===== config.mk =====
export PLATFORM = sky130hd
export DESIGN_NAME = branch_resolve_unit_flat
export DESIGN_NICKNAME = d
export VERILOG_FILES = /design/src/rtl/bp_pkg.sv /design/src/rtl/branch_resolve_unit_if.sv /design/src/rtl/bp_inflight_fifo.sv /design/src/rtl/branch_resolve_unit.sv /design/src/flat_wrapper.sv
export SDC_FILE = /design/constraint.sdc
export NUM_CORES = 1
export LEC_CHECK = 0
export ABC_AREA = 1
export BUFFER_PORTS_ARGS = -buffer_cell sky130_fd_sc_hd__buf_2
export CAP_MARGIN = 20
export CORE_AREA = 5 5 220 222
export DETAILED_ROUTE_END_ITERATION = 10
export DIE_AREA = 0 0 225 227
export GPL_TIMING_DRIVEN = 0
export PLACE_DENSITY = 0.53
export SKIP_LAST_GASP = 1
export SYNTH_ARGS = -nofsm -noshare
export SYNTH_HDL_FRONTEND = slang
export SYNTH_HIERARCHICAL = 1
export SYNTH_SLANG_ARGS = --single-unit

===== constraint.sdc =====
create_clock -name clk -period 13.5 [get_ports clk]
set_input_delay 0.675 -clock clk [delete_from_list [all_inputs] [get_ports clk]]
set_output_delay 0.675 -clock clk [all_outputs]
set_load 0.02 [all_outputs]

===== src/rtl/bp_pkg.sv =====
// Shared types and constants for the gshare predictor and its resolution unit.
package bp_pkg;

  localparam int unsigned BP_XLEN     = 32;
  localparam int unsigned BP_IDX_BITS = 8;

  localparam logic [6:0] OPC_BRANCH = 7'b1100011;
  localparam logic [6:0] OPC_JAL    = 7'b1101111;
  localparam logic [6:0] OPC_JALR   = 7'b1100111;

  typedef struct packed {
    logic [BP_XLEN-1:0] pc;
    logic               taken;
    logic [BP_XLEN-1:0] target;
  } entry_t;

endpackage


===== src/rtl/branch_resolve_unit_if.sv =====
// Prediction, resolution and training/redirect signals of the branch resolve unit.
interface branch_resolve_unit_if #(
  parameter int unsigned XLEN     = 32,
  parameter int unsigned IDX_BITS = 8,
  parameter int unsigned CNT_BITS = 16
);

  logic                pred_valid;
  logic [XLEN-1:0]     pred_pc;
  logic                pred_taken;
  logic [XLEN-1:0]     pred_target;
  logic                res_valid;
  logic                res_is_cond;
  logic                res_taken;
  logic [XLEN-1:0]     res_target;
  logic                flush;
  logic [XLEN-1:0]     redirect_pc;
  logic                update;
  logic [IDX_BITS-1:0] update_address;
  logic                branch_taken;
  logic                q_full;
  logic                q_empty;
  logic [CNT_BITS-1:0] mispredict_cnt;
  logic [1:0]          err;

  // Pipeline side: drives predictions and resolutions, consumes redirect/training.
  modport master (
    output pred_valid, pred_pc, pred_taken, pred_target,
    output res_valid, res_is_cond, res_taken, res_target,
    input  flush, redirect_pc, update, update_address, branch_taken,
    input  q_full, q_empty, mispredict_cnt, err
  );

  modport slave (
    input  pred_valid, pred_pc, pred_taken, pred_target,
    input  res_valid, res_is_cond, res_taken, res_target,
    output flush, redirect_pc, update, update_address, branch_taken,
    output q_full, q_empty, mispredict_cnt, err
  );

endinterface


===== src/rtl/bp_inflight_fifo.sv =====
// In-order queue of in-flight predictions; clear wins over push and pop.
module bp_inflight_fifo #(
  parameter int unsigned DEPTH = 4,
  parameter int unsigned WIDTH = 65
) (
  input  logic             clk,
  input  logic             rst_n,
  input  logic             clear,
  input  logic             push,
  input  logic             pop,
  input  logic [WIDTH-1:0] wdata,
  output logic [WIDTH-1:0] head,
  output logic             full,
  output logic             empty
);

  localparam int unsigned PW = $clog2(DEPTH);
  localparam int unsigned CW = PW + 1;

  logic [WIDTH-1:0] mem [DEPTH];
  logic [PW-1:0]    wptr_q, wptr_d, rptr_q, rptr_d;
  logic [CW-1:0]    count_q, count_d;
  logic             do_push, do_pop;

  assign full    = (count_q == CW'(DEPTH));
  assign empty   = (count_q == '0);
  assign head    = mem[rptr_q];
  // A pop frees the slot in the same cycle, so push-while-full is legal alongside it.
  assign do_push = push && (!full || pop);
  assign do_pop  = pop && !empty;

  always_comb begin
    wptr_d  = wptr_q;
    rptr_d  = rptr_q;
    count_d = count_q;
    if (clear) begin
      wptr_d  = '0;
      rptr_d  = '0;
      count_d = '0;
    end else begin
      if (do_push) wptr_d = wptr_q + PW'(1);
      if (do_pop)  rptr_d = rptr_q + PW'(1);
      if (do_push && !do_pop)      count_d = count_q + CW'(1);
      else if (!do_push && do_pop) count_d = count_q - CW'(1);
    end
  end

  always_ff @(posedge clk or negedge rst_n) begin
    if (!rst_n) begin
      wptr_q  <= '0;
      rptr_q  <= '0;
      count_q <= '0;
    end else begin
      wptr_q  <= wptr_d;
      rptr_q  <= rptr_d;
      count_q <= count_d;
    end
  end

  always_ff @(posedge clk) begin
    if (do_push && !clear) mem[wptr_q] <= wdata;
  end

endmodule


===== src/rtl/branch_resolve_unit.sv =====
// Checks resolved branches against queued predictions; drives flush/redirect and BHT/GHR training.
module branch_resolve_unit
  import bp_pkg::*;
#(
  parameter int unsigned DEPTH    = 4,
  parameter int unsigned XLEN     = BP_XLEN,
  parameter int unsigned IDX_BITS = BP_IDX_BITS,
  parameter int unsigned CNT_BITS = 16
) (
  input logic                   clk,
  input logic                   rst_n,
  branch_resolve_unit_if.slave  bus
);

  entry_t head, wentry;
  logic   full, empty;
  logic   pop, mispredict, flush_d;

  logic                flush_q;
  logic [XLEN-1:0]     redirect_q, redirect_d;
  logic                update_q;
  logic [IDX_BITS-1:0] addr_q;
  logic                taken_q;
  logic [CNT_BITS-1:0] cnt_q, cnt_d;
  logic [1:0]          err_q, err_d;

  assign wentry = '{pc: bus.pred_pc, taken: bus.pred_taken, target: bus.pred_target};

  bp_inflight_fifo #(
    .DEPTH (DEPTH),
    .WIDTH ($bits(entry_t))
  ) u_fifo (
    .clk   (clk),
    .rst_n (rst_n),
    .clear (flush_d),
    .push  (bus.pred_valid && !flush_d),
    .pop   (pop),
    .wdata (wentry),
    .head  (head),
    .full  (full),
    .empty (empty)
  );

  assign pop        = bus.res_valid && !empty;
  assign mispredict = (head.taken != bus.res_taken) ||
                      (bus.res_taken && (head.target != bus.res_target));
  assign flush_d    = pop && mispredict;

  always_comb begin
    redirect_d = redirect_q;
    if (flush_d) redirect_d = bus.res_taken ? bus.res_target : head.pc + XLEN'(4);
    cnt_d = cnt_q;
    if (flush_d && !(&cnt_q)) cnt_d = cnt_q + CNT_BITS'(1);
    // A push on a flush cycle is wrong-path, not an overflow.
    err_d = err_q | {bus.res_valid && empty, bus.pred_valid && full && !pop};
  end

  always_ff @(posedge clk or negedge rst_n) begin
    if (!rst_n) begin
      flush_q    <= 1'b0;
      redirect_q <= '0;
      update_q   <= 1'b0;
      addr_q     <= '0;
      taken_q    <= 1'b0;
      cnt_q      <= '0;
      err_q      <= '0;
    end else begin
      flush_q    <= flush_d;
      redirect_q <= redirect_d;
      update_q   <= pop && bus.res_is_cond;
      if (pop && bus.res_is_cond) begin
        addr_q  <= head.pc[IDX_BITS-1:0];
        taken_q <= bus.res_taken;
      end
      cnt_q <= cnt_d;
      err_q <= err_d;
    end
  end

  assign bus.flush          = flush_q;
  assign bus.redirect_pc    = redirect_q;
  assign bus.update         = update_q;
  assign bus.update_address = addr_q;
  assign bus.branch_taken   = taken_q;
  assign bus.q_full         = full;
  assign bus.q_empty        = empty;
  assign bus.mispredict_cnt = cnt_q;
  assign bus.err            = err_q;

endmodule

===== src/flat_wrapper.sv =====
// flat-port wrapper written by rule: the top's interface ports become plain ports
module branch_resolve_unit_flat import bp_pkg::*;
#(
  parameter int unsigned DEPTH    = 4,
  parameter int unsigned XLEN     = BP_XLEN,
  parameter int unsigned IDX_BITS = BP_IDX_BITS,
  parameter int unsigned CNT_BITS = 16
)
  (clk, rst_n, bus_pred_valid, bus_pred_pc, bus_pred_taken, bus_pred_target, bus_res_valid, bus_res_is_cond, bus_res_taken, bus_res_target, bus_flush, bus_redirect_pc, bus_update, bus_update_address, bus_branch_taken, bus_q_full, bus_q_empty, bus_mispredict_cnt, bus_err);
  branch_resolve_unit_if #(.XLEN(XLEN), .IDX_BITS(IDX_BITS), .CNT_BITS(CNT_BITS)) bus_i ();
  input logic clk;
  input logic rst_n;
  input wire logic [$bits(bus_i.pred_valid)-1:0] bus_pred_valid;
  input wire logic [$bits(bus_i.pred_pc)-1:0] bus_pred_pc;
  input wire logic [$bits(bus_i.pred_taken)-1:0] bus_pred_taken;
  input wire logic [$bits(bus_i.pred_target)-1:0] bus_pred_target;
  input wire logic [$bits(bus_i.res_valid)-1:0] bus_res_valid;
  input wire logic [$bits(bus_i.res_is_cond)-1:0] bus_res_is_cond;
  input wire logic [$bits(bus_i.res_taken)-1:0] bus_res_taken;
  input wire logic [$bits(bus_i.res_target)-1:0] bus_res_target;
  output wire logic [$bits(bus_i.flush)-1:0] bus_flush;
  output wire logic [$bits(bus_i.redirect_pc)-1:0] bus_redirect_pc;
  output wire logic [$bits(bus_i.update)-1:0] bus_update;
  output wire logic [$bits(bus_i.update_address)-1:0] bus_update_address;
  output wire logic [$bits(bus_i.branch_taken)-1:0] bus_branch_taken;
  output wire logic [$bits(bus_i.q_full)-1:0] bus_q_full;
  output wire logic [$bits(bus_i.q_empty)-1:0] bus_q_empty;
  output wire logic [$bits(bus_i.mispredict_cnt)-1:0] bus_mispredict_cnt;
  output wire logic [$bits(bus_i.err)-1:0] bus_err;
  assign bus_i.pred_valid = bus_pred_valid;
  assign bus_i.pred_pc = bus_pred_pc;
  assign bus_i.pred_taken = bus_pred_taken;
  assign bus_i.pred_target = bus_pred_target;
  assign bus_i.res_valid = bus_res_valid;
  assign bus_i.res_is_cond = bus_res_is_cond;
  assign bus_i.res_taken = bus_res_taken;
  assign bus_i.res_target = bus_res_target;
  assign bus_flush = bus_i.flush;
  assign bus_redirect_pc = bus_i.redirect_pc;
  assign bus_update = bus_i.update;
  assign bus_update_address = bus_i.update_address;
  assign bus_branch_taken = bus_i.branch_taken;
  assign bus_q_full = bus_i.q_full;
  assign bus_q_empty = bus_i.q_empty;
  assign bus_mispredict_cnt = bus_i.mispredict_cnt;
  assign bus_err = bus_i.err;
  branch_resolve_unit #(.DEPTH(DEPTH), .XLEN(XLEN), .IDX_BITS(IDX_BITS), .CNT_BITS(CNT_BITS)) u_core (.clk(clk), .rst_n(rst_n), .bus(bus_i));
endmodule

==> results of run 1 <==
worst min-delay path by stage:
stage	cells past startpoint	end	startpoint	slack (ns)
final	1	u_core/u_fifo/mem[1][9]$_DFFE_PP_	bus_pred_target[9]	0.34
after global routing	1	u_core/u_fifo/mem[2][5]$_DFFE_PP_	bus_pred_target[5]	0.32
after CTS	1	u_core/u_fifo/mem[1][9]$_DFFE_PP_	bus_pred_target[9]	0.30
after detailed placement	1	u_core/bus.err[1]$_DFF_PN0_	u_core/bus.err[1]$_DFF_PN0_	0.44
after global placement	1	u_core/bus.err[1]$_DFF_PN0_	u_core/bus.err[1]$_DFF_PN0_	0.44
after floorplan	0	u_core/bus.branch_taken$_DFFE_PN0P_	rst_n	0.38
final cells by class:
cell class	count	area [um2]	area share
clock buffers	54	1060	0.0599
inverters	95	364	0.0206
multi-input cells	897	4330	0.245
clock inverters	14	149	0.00841
flip-flops and latches	328	9510	0.537
diodes	3	7.51	0.000424
plain buffers	62	469	0.0265
well taps	607	759	0.0429
repair buffers	176	1050	0.0595
cell usage after synthesis:
cell type	number
o22ai_1	66
nor2_2	2
nor3_2	1
buf_8	8
dfrtp_1	68
fa_1	1
clkbuf_1	12
inv_1	93
nor2_1	209
xor2_1	17
buf_12	1
nor3_1	7
buf_4	7
buf_6	9
inv_8	1
nand2_1	297
o21bai_1	2
nand4_1	27
o21ai_1	33
inv_2	1
nand3_2	1
o21ai_2	2
nand4_2	2
clkbuf_2	9
a21o_1	2
buf_2	14
o21ai_0	148
a31o_2	1
nand3b_1	13
xnor2_1	10
or2_2	1
mux2i_1	14
a21boi_0	1
a21oi_1	2
ha_1	7
clkbuf_4	2
edfxtp_1	260
nand2_2	1
nand3_1	30
cell families after synthesis:
group	share of synthesized area
and+or+nand+nor	0.165
DFF	0.650
AOI/OAI and AO/OA	0.0951
buffers and inverters	0.0569
xor gates and xnor gates	0.0162
muxes	0.00957
adders and majority gates	0.00735
registers in the layout, indices dropped and copies added (netlist names):
register and cells:
u_core/bus.update_address 8, u_core/bus.flush 1, u_core/u_fifo/rptr_q 2, u_core/u_fifo/count_q 3, u_core/bus.redirect_pc 32, u_core/bus.err 2, u_core/u_fifo/mem 260, u_core/bus.update 1
u_core/u_fifo/wptr_q 2, u_core/bus.mispredict_cnt 16, u_core/bus.branch_taken 1
power by group through the flow:
stage               Sequential [mW]  Clock (mW)  Combinational (mW)
floorplan                      1.47           0               0.809
CTS                            1.39        1.02                1.45
global placement               1.43           0                1.39
global route                   1.40        1.06                1.58
detailed placement             1.41           0                1.44
finish                         1.39       0.991                1.45
metal layers:
metal | vias up | GRT usage | share of wire
li1 | 5213 | - | -
met1 | 5404 | 0.253 | 0.46
met2 | 397 | 0.267 | 0.45
met3 | 51 | 0.0383 | 0.074
met4 | 4 | 0.0483 | 0.020
met5 | - | 0 | 0.00047
critical path, delay by kind of cell (launching register included):
family / cells / cell delay (ns)
AO/OA/AOI/OAI: 2 / 0.42
buffers and inverters: 7 / 1.46
AND/OR/NAND/NOR: 10 / 2.58
flip-flops: 1 / 0.58
what timing repair did:
item,in CTS,in global routing
buffers inserted,0,0
endpoints found under the hold margin,10,0
hold buffers,1,0
per-stage QoR:
step                instances  cell area (um2)
floorplan                1382            14600
global placement         2154            16200
detailed placement       2164            16500
CTS                      2233            17700
global route             2235            17700
finish                   2236            17700
==> impl_metrics.tcl, run 1 <==
set metrics [dict create \
    slowest_delay_ns 0.77 \
    startpoint_type "flip-flop" \
    num_io_pins 166 \
    grt_max_degree 59 \
    final-max-slew-violation-count 0 \
    slowest_stage "nor2_4" \
    regToRegSetupSlack_ns 8.11 \
    wl_per_cell_um 20.7 \
    tritoncts "yes" \
    arrival_ns 5.62 \
    pwr-share-seq 0.362 \
    layout_commonest_cell "nand2_1" \
    clock_sinks 328 \
    synth_top_area_frac 0.533 \
    initial_core_util 0.317 \
    yosysSeqAreaShare 0.650 \
    syn_nets 1493 \
    grt_pass1_wl_um 66700 \
    worstSetupEndpointType "flip-flop" \
    p_sw_mw 1.51 \
    startpoint "u_core/u_fifo/rptr_q[1]$_DFFE_PN0P_" \
    crit_end "u_core/u_fifo/mem[0][24]$_DFFE_PP_" \
    hold_viol 0 \
    clk_root_buffer_cell "clkbuf_16" \
    synthDistinctLibCells 39 \
    cp_max_fo 25 \
    worstPathCellList "inv_2 -> buf_6 -> clkbuf_2 -> o21ai_0 -> o22ai_1 -> inv_1 -> nand2_1 -> nand2_1 -> nor2_1 -> nand2_1 -> nor2_1 -> nand4_2 -> nand2_1 -> buf_4 -> inv_1 -> nor2_1 -> nand3_1 -> nor2_4 -> buf_12" \
    drive_gt1_frac 0.183 \
    powerDensity_nw_per_um2 216 \
    finalSetupTns_ns 0 \
    p_int_mw 2.32 \
    final-setup-viol-count 0 \
    skew_ns 0.0286 \
    num_rows 79 \
    critPathMostFrequentCell "nand2_1" \
    fillers 4525 \
    preCtsSetupSlack_ns 8.21 \
    crit_type "reg -> reg" \
    synthesis.area_um2 14600 \
    post-route-util 0.383 \
    antenna_found_initial 6 \
    fmax_mhz 185 \
    syn_area_per_cell_um2 10.6 \
    setup_ws_ns 8.11 \
    die_area_um2 51100 \
    synth_top_area_cell "edfxtp_1" \
    status "finished, final reports clean" \
    rr_startpoint "u_core/u_fifo/rptr_q[1]$_DFFE_PN0P_" \
    area_growth_pct 20.9 \
    r2r-end "u_core/u_fifo/mem[0][24]$_DFFE_PP_" \
    grt_usage 0.175 \
    sw_frac_of_total 0.394 \
    core_area_um2 46200 \
    finalWirelength_um 46400 \
    ant_nets 0 \
    clock_power_share 0.259 \
    drt-vias-per-instance 4.95 \
    drt_iter0_drc 1039 \
    hp-class "in -> reg" \
    cts_max_level 2 \
    netlist_instances 1382 \
    rr_worst_depth 19 \
    clk_latency_ns 0.55 \
    io_buffers 165 \
    num_vias 11069 \
    cap_violations 0 \
    drcViolationCount 0 \
    cts-resized-gates 0 \
    nets 1708 \
    die_h_um 227 \
    mostFrequentLayoutCells "297 x nand2_1, 260 x edfxtp_1, 205 x nor2_1" \
    grt_overflow 0 \
    firstDrtPassIters 5 \
    synth.area.top_cells "edfxtp_1 53%, dfrtp_1 12%, nand2_1 7.6%, nor2_1 5.4%, o21ai_0 5.1%" \
    relSlewSlack 0.440 \
    dp_hpwl_um 33400 \
    fin_total_pwr_mw 3.83 \
    ctsLongestPathBuffers 3 \
    routabilityCongestion 0.918 \
    fp.dieW_um 225 \
    ys_ff_latch 328 \
    leakage_nw 7.16 \
    tightest_slew_ns 0.838 \
    rsz0062_at_grt "false" \
    ys_warn_count 6 \
    grt_pass1_vias 10531 \
    clkTransAtPathRegs_ns 0.06 \
    final.min_clock_period_ns 5.39 \
    fin_crit_sh 0.400 \
    cts-buffers-inserted 37 \
    hold_ws_ns 0.337 \
    combPwrFrac 0.379 \
    required_ns 13.73 \
    ir_drop_mv 0.118 \
]
Note: power is estimated with default switching activity, not from simulation.
==> inputs of run 2 (changes only) <==
--- a/config.mk
+++ b/config.mk
@@ -5,14 +5,14 @@
 export SDC_FILE = /design/constraint.sdc
 export NUM_CORES = 1
 export LEC_CHECK = 0
-export ABC_AREA = 1
+export ABC_AREA = 0
 export BUFFER_PORTS_ARGS = -buffer_cell sky130_fd_sc_hd__buf_2
 export CAP_MARGIN = 20
-export CORE_AREA = 5 5 220 222
+export CORE_AREA = 5 5 213 215
 export DETAILED_ROUTE_END_ITERATION = 10
-export DIE_AREA = 0 0 225 227
+export DIE_AREA = 0 0 218 220
 export GPL_TIMING_DRIVEN = 0
-export PLACE_DENSITY = 0.53
+export PLACE_DENSITY = 0.54
 export SKIP_LAST_GASP = 1
 export SYNTH_ARGS = -nofsm -noshare
 export SYNTH_HDL_FRONTEND = slang
==> constraint.sdc (replaced) <==
create_clock -name clk -period 4.4 [get_ports clk]
set_input_delay 0.22 -clock clk [delete_from_list [all_inputs] [get_ports clk]]
set_output_delay 0.22 -clock clk [all_outputs]
set_load 0.02 [all_outputs]
==> run 2 against run 1 <==
  * Power rose to 2.8 times the previous value
  * Critical endpoint is now u_core/u_fifo/count_q[2]$_DFFE_PN0P_
  * Highest routed layer unchanged
  * Critical path depth fell by 2
  * Utilization grew 2.4 points
  * Cell area rose by 0.28%
  * Critical path type unchanged
==> impl_metrics.tcl, run 2 <==
set metrics [dict create \
    fp.dieW_um 218 \
    syn_area_per_cell_um2 17.9 \
    grt_usage 0.153 \
    ant_nets 0 \
    die_area_um2 48000 \
    preCtsSetupSlack_ns -0.907 \
    design_area_um2 17800 \
    clk_latency_ns 0.52 \
    nets 1172 \
    grt_pass1_vias 8310 \
    post-route-util 0.408 \
    grt_pass1_wl_um 54400 \
    die_h_um 220 \
    hold_viol 0 \
    ys_ff_latch 328 \
    worstPathCellList "buf_6 -> buf_8 -> mux4_2 -> xor2_1 -> nor4_1 -> nand3_1 -> nor3_4 -> nor2_4 -> buf_8 -> nor2b_4 -> o21ai_4 -> inv_2 -> ha_1 -> fa_1 -> xnor2_1 -> or3_2 -> a21oi_1" \
    area_growth_pct 30.1 \
    setup_ws_ns 0.201 \
    synthesis.area_um2 13600 \
    dp.cells 1541 \
    cts_max_level 2 \
    synth_top_area_cell "edfxtp_1" \
    synth_top_area_frac 0.572 \
    slowest_stage "mux4_2" \
    worstSetupEndpointType "flip-flop" \
    num_io_pins 166 \
    grt_max_degree 45 \
    dp_hpwl_um 27400 \
    synth.area.top_cells "edfxtp_1 57%, dfrtp_1 12%, mux4_2 11%, xor2_1 3.9%, mux2_4 2.1%" \
    drcViolationCount 0 \
    final-max-slew-violation-count 0 \
    yosysMostFrequentCell "edfxtp_1" \
    cap_violations 0 \
    regMostFlops "u_core/u_fifo/mem" \
    cp_max_fo 14 \
    timing.critical_path.buf_inv 4 \
    io_buffers 164 \
    final-setup-viol-count 0 \
    synth_top_flop_cell "edfxtp_1" \
    tritoncts "yes" \
    firstDrtPassIters 5 \
    ctsLongestPathBuffers 3 \
    synthArstFlopShare 0.207 \
    mostFrequentLayoutCells "260 x edfxtp_1, 164 x buf_2, 68 x dlygate4sd3_1, 68 x dfrtp_1, 65 x mux4_2" \
    powerDensity_nw_per_um2 601 \
    arrival_ns 4.63 \
    status "finished, final reports clean" \
    ir_drop_mv 0.313 \
    leakage_nw 6.46 \
    layout_commonest_cell "edfxtp_1" \
    clk_root_buffer_cell "clkbuf_16" \
    critPathMostFrequentCell "buf_8" \
    synthDistinctLibCells 46 \
    skew_ns 0.0264 \
    fin_crit_sh 0.954 \
    num_rows 77 \
    clkTransAtPathRegs_ns 0.06 \
    finalWirelength_um 37000 \
    drt_iter0_drc 595 \
    slowest_delay_ns 0.55 \
    drt-vias-per-instance 4.80 \
    rsz0062_at_grt "false" \
    synth_commonest_cells "260 x edfxtp_1, 68 x dfrtp_1, 65 x mux4_2" \
    required_ns 4.83 \
    grt_overflow 0 \
    final.min_clock_period_ns 4.20 \
    startpoint_type "flip-flop" \
    netlist_instances 764 \
    dpl_cell_area_um2 15800 \
    crit_family "simple AND/OR/NAND/NOR gates" \
    cts-buffers-inserted 37 \
    wl_per_cell_um 22.0 \
    routabilityCongestion 0.840 \
    largest_reg_flops 260 \
    syn_nets 875 \
    synth_enable_flop_cells 260 \
    crit_type "reg -> reg" \
    drive_gt1_frac 0.354 \
    num_vias 8080 \
    ys_warn_count 6 \
    final_cells 1683 \
    initial_core_util 0.313 \
    antenna_found_initial 4 \
    hp-class "in -> reg" \
    yosysSeqAreaShare 0.697 \
    relSlewSlack 0.482 \
    core_area_um2 43500 \
    clock_sinks 328 \
    fmax_mhz 238 \
    tightest_slew_ns 0.777 \
    fin_total_pwr_mw 10.7 \
]
## run 2: cell count changes after synthesis, moves of 12 or more
| cell | change |
|---|---|
| nand2_1 | -257 |
| nor2_1 | -193 |
| o21ai_0 | -115 |
| inv_1 | -86 |
| o22ai_1 | -66 |
| mux4_2 | +65 |
| xor2_1 | +43 |
| o21ai_1 | -33 |
| mux2_2 | +22 |
| mux2_4 | +19 |
| nand3_1 | -15 |
| nand3b_1 | -13 |
| nor4_1 | +13 |
| nand4_1 | -12 |
## run 2: kinds of logic (layout without fill, tap and decap cells)
family,Yosys count,in the layout,share of synthesized area
flops,328,328,0.697
simple gates,147,147,0.0591
mux,110,110,0.149
xor+xnor,74,74,0.0475
compound gates,57,57,0.0249
buf+inv,40,365,0.0143
fa+ha+maj,8,8,0.00789
other cells,0,2,0
## run 2: worst paths after layout
path                                                           from                                       end  slack, ns  cells after the start
worst max-delay path            u_core/u_fifo/rptr_q[0]$_DFFE_PN0P_      u_core/u_fifo/count_q[2]$_DFFE_PN0P_       0.20                     17
max in group asynchronous                                     rst_n       u_core/u_fifo/rptr_q[0]$_DFFE_PN0P_       3.63                      3
min in group asynchronous                                     rst_n  u_core/bus.mispredict_cnt[7]$_DFFE_PN0P_       0.18                      2
worst min register to register          u_core/bus.err[1]$_DFF_PN0_               u_core/bus.err[1]$_DFF_PN0_       0.45                      1
worst max register to register  u_core/u_fifo/rptr_q[0]$_DFFE_PN0P_      u_core/u_fifo/count_q[2]$_DFFE_PN0P_       0.20                     17
worst min-delay path                             bus_res_target[11]    u_core/bus.redirect_pc[11]$_DFFE_PN0P_       0.08                      3
## run 2: layer usage
metal	up-vias	GRT usage	wire [um]
met5	-	0	40
met4	6	0.0362	677
met3	51	0.0381	2750
met2	290	0.234	16700
met1	4131	0.220	16900
li1	3602	-	-
## run 2: cell type report
| type | instances | area (um2) |
|---|---|---|
| Clock inverter | 18 | 170 |
| Tap cell | 592 | 741 |
| Multi-Input combinational cell | 396 | 4040 |
| Timing Repair Buffer | 258 | 1980 |
| Buffer | 32 | 238 |
| Sequential cell | 328 | 9510 |
| Clock buffer | 49 | 1030 |
| Inverter | 8 | 30.0 |
| Fill cell | 4043 | 25800 |
| Antenna cell | 2 | 5.00 |
## run 2: tightest hold or removal path, cell delays in order
cell and delay (ns):
buf_2 0.12, a21oi_1 0.14, o31ai_1 0.07
## run 2: repair_timing
action / in CTS / in global routing
setup buffers: 5 / 0
endpoints found under the setup margin: 263 / 71
hold endpoints to repair: 318 / 0
hold buffers: 68 / 0
resized for setup: 7 / 6
pin swaps: 3 / 3
## run 2: where the power goes
group / internal [mW] / switching [mW] / leakage, nW / total [mW]
registers: 3.97 / 0.233 / 3.21 / 4.20
logic: 1.51 / 1.94 / 2.67 / 3.45
clock network: 1.83 / 1.19 / 0.583 / 3.02
## run 2: metrics by stage
stage | hold slack [ns] | setup TNS (ns)
2_1_floorplan | -0.0756 | -68.23
3_3_place_gp | 0.433 | -790.93
3_5_place_dp | 0.168 | -152.52
4_1_cts | 0.0564 | 0
5_1_grt | 0.0846 | 0
6_report | 0.0769 | 0
==> inputs of run 3 (changes only) <==
--- a/config.mk
+++ b/config.mk
@@ -13,6 +13,7 @@
 export DIE_AREA = 0 0 218 220
 export GPL_TIMING_DRIVEN = 0
 export PLACE_DENSITY = 0.54
+export SETUP_SLACK_MARGIN = 0.4
 export SKIP_LAST_GASP = 1
 export SYNTH_ARGS = -nofsm -noshare
 export SYNTH_HDL_FRONTEND = slang
==> run 3 against run 2 <==
  * Cell count grew 2.0%
  * Maximum frequency grew 8.0%
  * Sequential share of layout area shrank 1.5 points
  * Worst setup slack gained 0.31 ns
  * Clock power is essentially flat
  * Count of clock-buffer cells in the layout is the same
  * Die area is the same
  * Global-route usage grew 0.14 points
  * Via count grew 2.3%
  * Power grew 2.6%
  * Non-clock buffer count grew 35
  * Largest power group unchanged
==> impl_metrics.tcl, run 3 (synthesis gave the netlist of run 2 again) <==
set metrics [dict create \
    sw_frac_of_total 0.314 \
    p_int_mw 7.51 \
    clk_root_buffer_cell "clkbuf_16" \
    num_vias 8265 \
    cap_violations 0 \
    finalSetupTns_ns 0 \
    slowest_delay_ns 0.56 \
    slowest_stage "mux4_2" \
    cp_max_fo 8 \
    relSlewSlack 0.478 \
    final-setup-viol-count 0 \
    post-route-util 0.419 \
    drt_iter0_drc 609 \
    antenna_found_initial 4 \
    dpl_cell_area_um2 15800 \
    largest_reg_flops 260 \
    crit_type "reg -> reg" \
    final.min_clock_period_ns 3.89 \
    layout_commonest_cell "edfxtp_1" \
    drcViolationCount 0 \
    combPwrFrac 0.340 \
    grt_max_degree 45 \
    design_area_um2 18300 \
    cts-buffers-inserted 37 \
    clock_sinks 328 \
    num_io_pins 166 \
    status "finished, final reports clean" \
    wl_per_cell_um 22.1 \
    grt_overflow 0 \
    initial_core_util 0.313 \
    firstDrtPassIters 5 \
    regMostFlops "u_core/u_fifo/mem" \
    finalWirelength_um 37900 \
    die_area_um2 48000 \
    core_area_um2 43500 \
    mostFrequentLayoutCells "260 x edfxtp_1, 164 x buf_2, 68 x dlygate4sd3_1, 68 x dfrtp_1, 65 x mux4_2" \
    grt_pass1_wl_um 54900 \
    area_growth_pct 33.8 \
    io_buffers 164 \
    p_sw_mw 3.45 \
    drt-vias-per-instance 4.81 \
    fp.dieW_um 218 \
    multi_input_area_um2 4100 \
    rr_worst_depth 17 \
    hold_viol 0 \
    ant_nets 0 \
    pwr-share-seq 0.384 \
    tightest_slew_ns 0.778 \
    fillers 4012 \
    die_h_um 220 \
    cts_max_level 2 \
    ctsLongestPathBuffers 3 \
    clkTransAtPathRegs_ns 0.06 \
    worstSetupEndpointType "flip-flop" \
    ir_drop_mv 0.313 \
    final-max-slew-violation-count 0 \
    routabilityCongestion 0.840 \
    nets 1207 \
    fin_crit_sh 0.883 \
    required_ns 4.64 \
    rsz0062_at_grt "true" \
    startpoint_type "flip-flop" \
    critPathMostFrequentCell "buf_6" \
    grt_pass1_vias 8407 \
    hold_depth 3 \
    dp_hpwl_um 27400 \
    num_rows 77 \
    hp-class "in -> reg" \
    clk_latency_ns 0.52 \
    drive_gt1_frac 0.382 \
    skew_ns 0.0261 \
    clock_power_share 0.276 \
    powerDensity_nw_per_um2 600 \
    leakage_nw 6.70 \
    worstPathCellList "buf_6 -> buf_12 -> buf_16 -> mux4_2 -> xor2_2 -> nor4_4 -> nand4_1 -> nor3_4 -> nor2_4 -> buf_12 -> nor2b_4 -> o21ai_4 -> buf_6 -> nor3b_4 -> buf_6 -> buf_16 -> clkbuf_16" \
    arrival_ns 4.12 \
    grt_usage 0.154 \
    fmax_mhz 257 \
    regArea_um2 9510 \
    tritoncts "yes" \
]
run 3: cell count changes in the layout (fill, tap and decap cells not counted), sizes merged:
cell,before,now
diode,2,1
buf,207,241
clkbuf,64,65
run 3: power groups by stage:
stage               Sequential (mW)  Combinational (mW)  Clock (mW)
floorplan                      4.50                1.89           0
global placement               4.29                3.19           0
detailed placement             4.26                3.38           0
CTS                            4.21                3.60        3.11
global route                   4.26                3.96        3.24
finish                         4.21                3.72        3.03
run 3: path summary, 6_finish.rpt:
path,start,end,slack (ns)
max,u_core/u_fifo/rptr_q[0]$_DFFE_PN0P_,u_core/u_fifo/mem[2][49]$_DFFE_PP_,0.51
min,bus_res_target[11],u_core/bus.redirect_pc[11]$_DFFE_PN0P_,0.08
max reg2reg,u_core/u_fifo/rptr_q[0]$_DFFE_PN0P_,u_core/u_fifo/mem[2][49]$_DFFE_PP_,0.51
min reg2reg,u_core/bus.err[1]$_DFF_PN0_,u_core/bus.err[1]$_DFF_PN0_,0.45
max in group asynchronous,rst_n,u_core/u_fifo/rptr_q[0]$_DFFE_PN0P_,3.64
min in group asynchronous,rst_n,u_core/bus.mispredict_cnt[7]$_DFFE_PN0P_,0.18
run 3: critical path, delay by kind of cell (launching register included):
family	cells	cell delay (ns)
XOR/XNOR	1	0.21
AND/OR/NAND/NOR	6	1.23
multiplexers	1	0.56
buffers and inverters	8	1.11
AO/OA/AOI/OAI	1	0.13
flip-flops	1	0.34
run 3: per-stage QoR:
step / std cells / total power [mW] / worst slack, ns / hold WS, ns
global route: 1716 / 11.5 / 0.386 / 0.0854
CTS: 1692 / 10.9 / 0.463 / 0.0564
global placement: 1520 / 7.48 / -3.08 / 0.433
detailed placement: 1541 / 7.64 / -0.907 / 0.168
finish: 1717 / 11.0 / 0.513 / 0.0759
floorplan: 764 / 6.39 / -0.262 / -0.0756
run 3: final cells by class:
cell class              instances  area share
well taps                     592      0.0406
repair buffers                293       0.132
inverters                       8     0.00165
clock buffers                  49      0.0566
multi-input cells             396       0.225
diodes                          1    0.000137
plain buffers                  32      0.0140
clock inverters                18     0.00932
flip-flops and latches        328       0.521
run 3: layer usage:
layer / share of wire / GRT usage / vias up
li1: - / - / 3668
met2: 0.45 / 0.236 / 244
met4: 0.019 / 0.0362 / 6
met5: 0.00092 / 0 / -
met3: 0.061 / 0.0396 / 56
met1: 0.47 / 0.222 / 4291
run 3: timing repair:
action	4_1_cts	5_1_grt
setup endpoints to repair	265	135
gates resized for setup	18	17
pin swaps	10	11
hold buffers	68	0
setup buffers	15	22
cloned	1	2
endpoints found under the hold margin	318	0
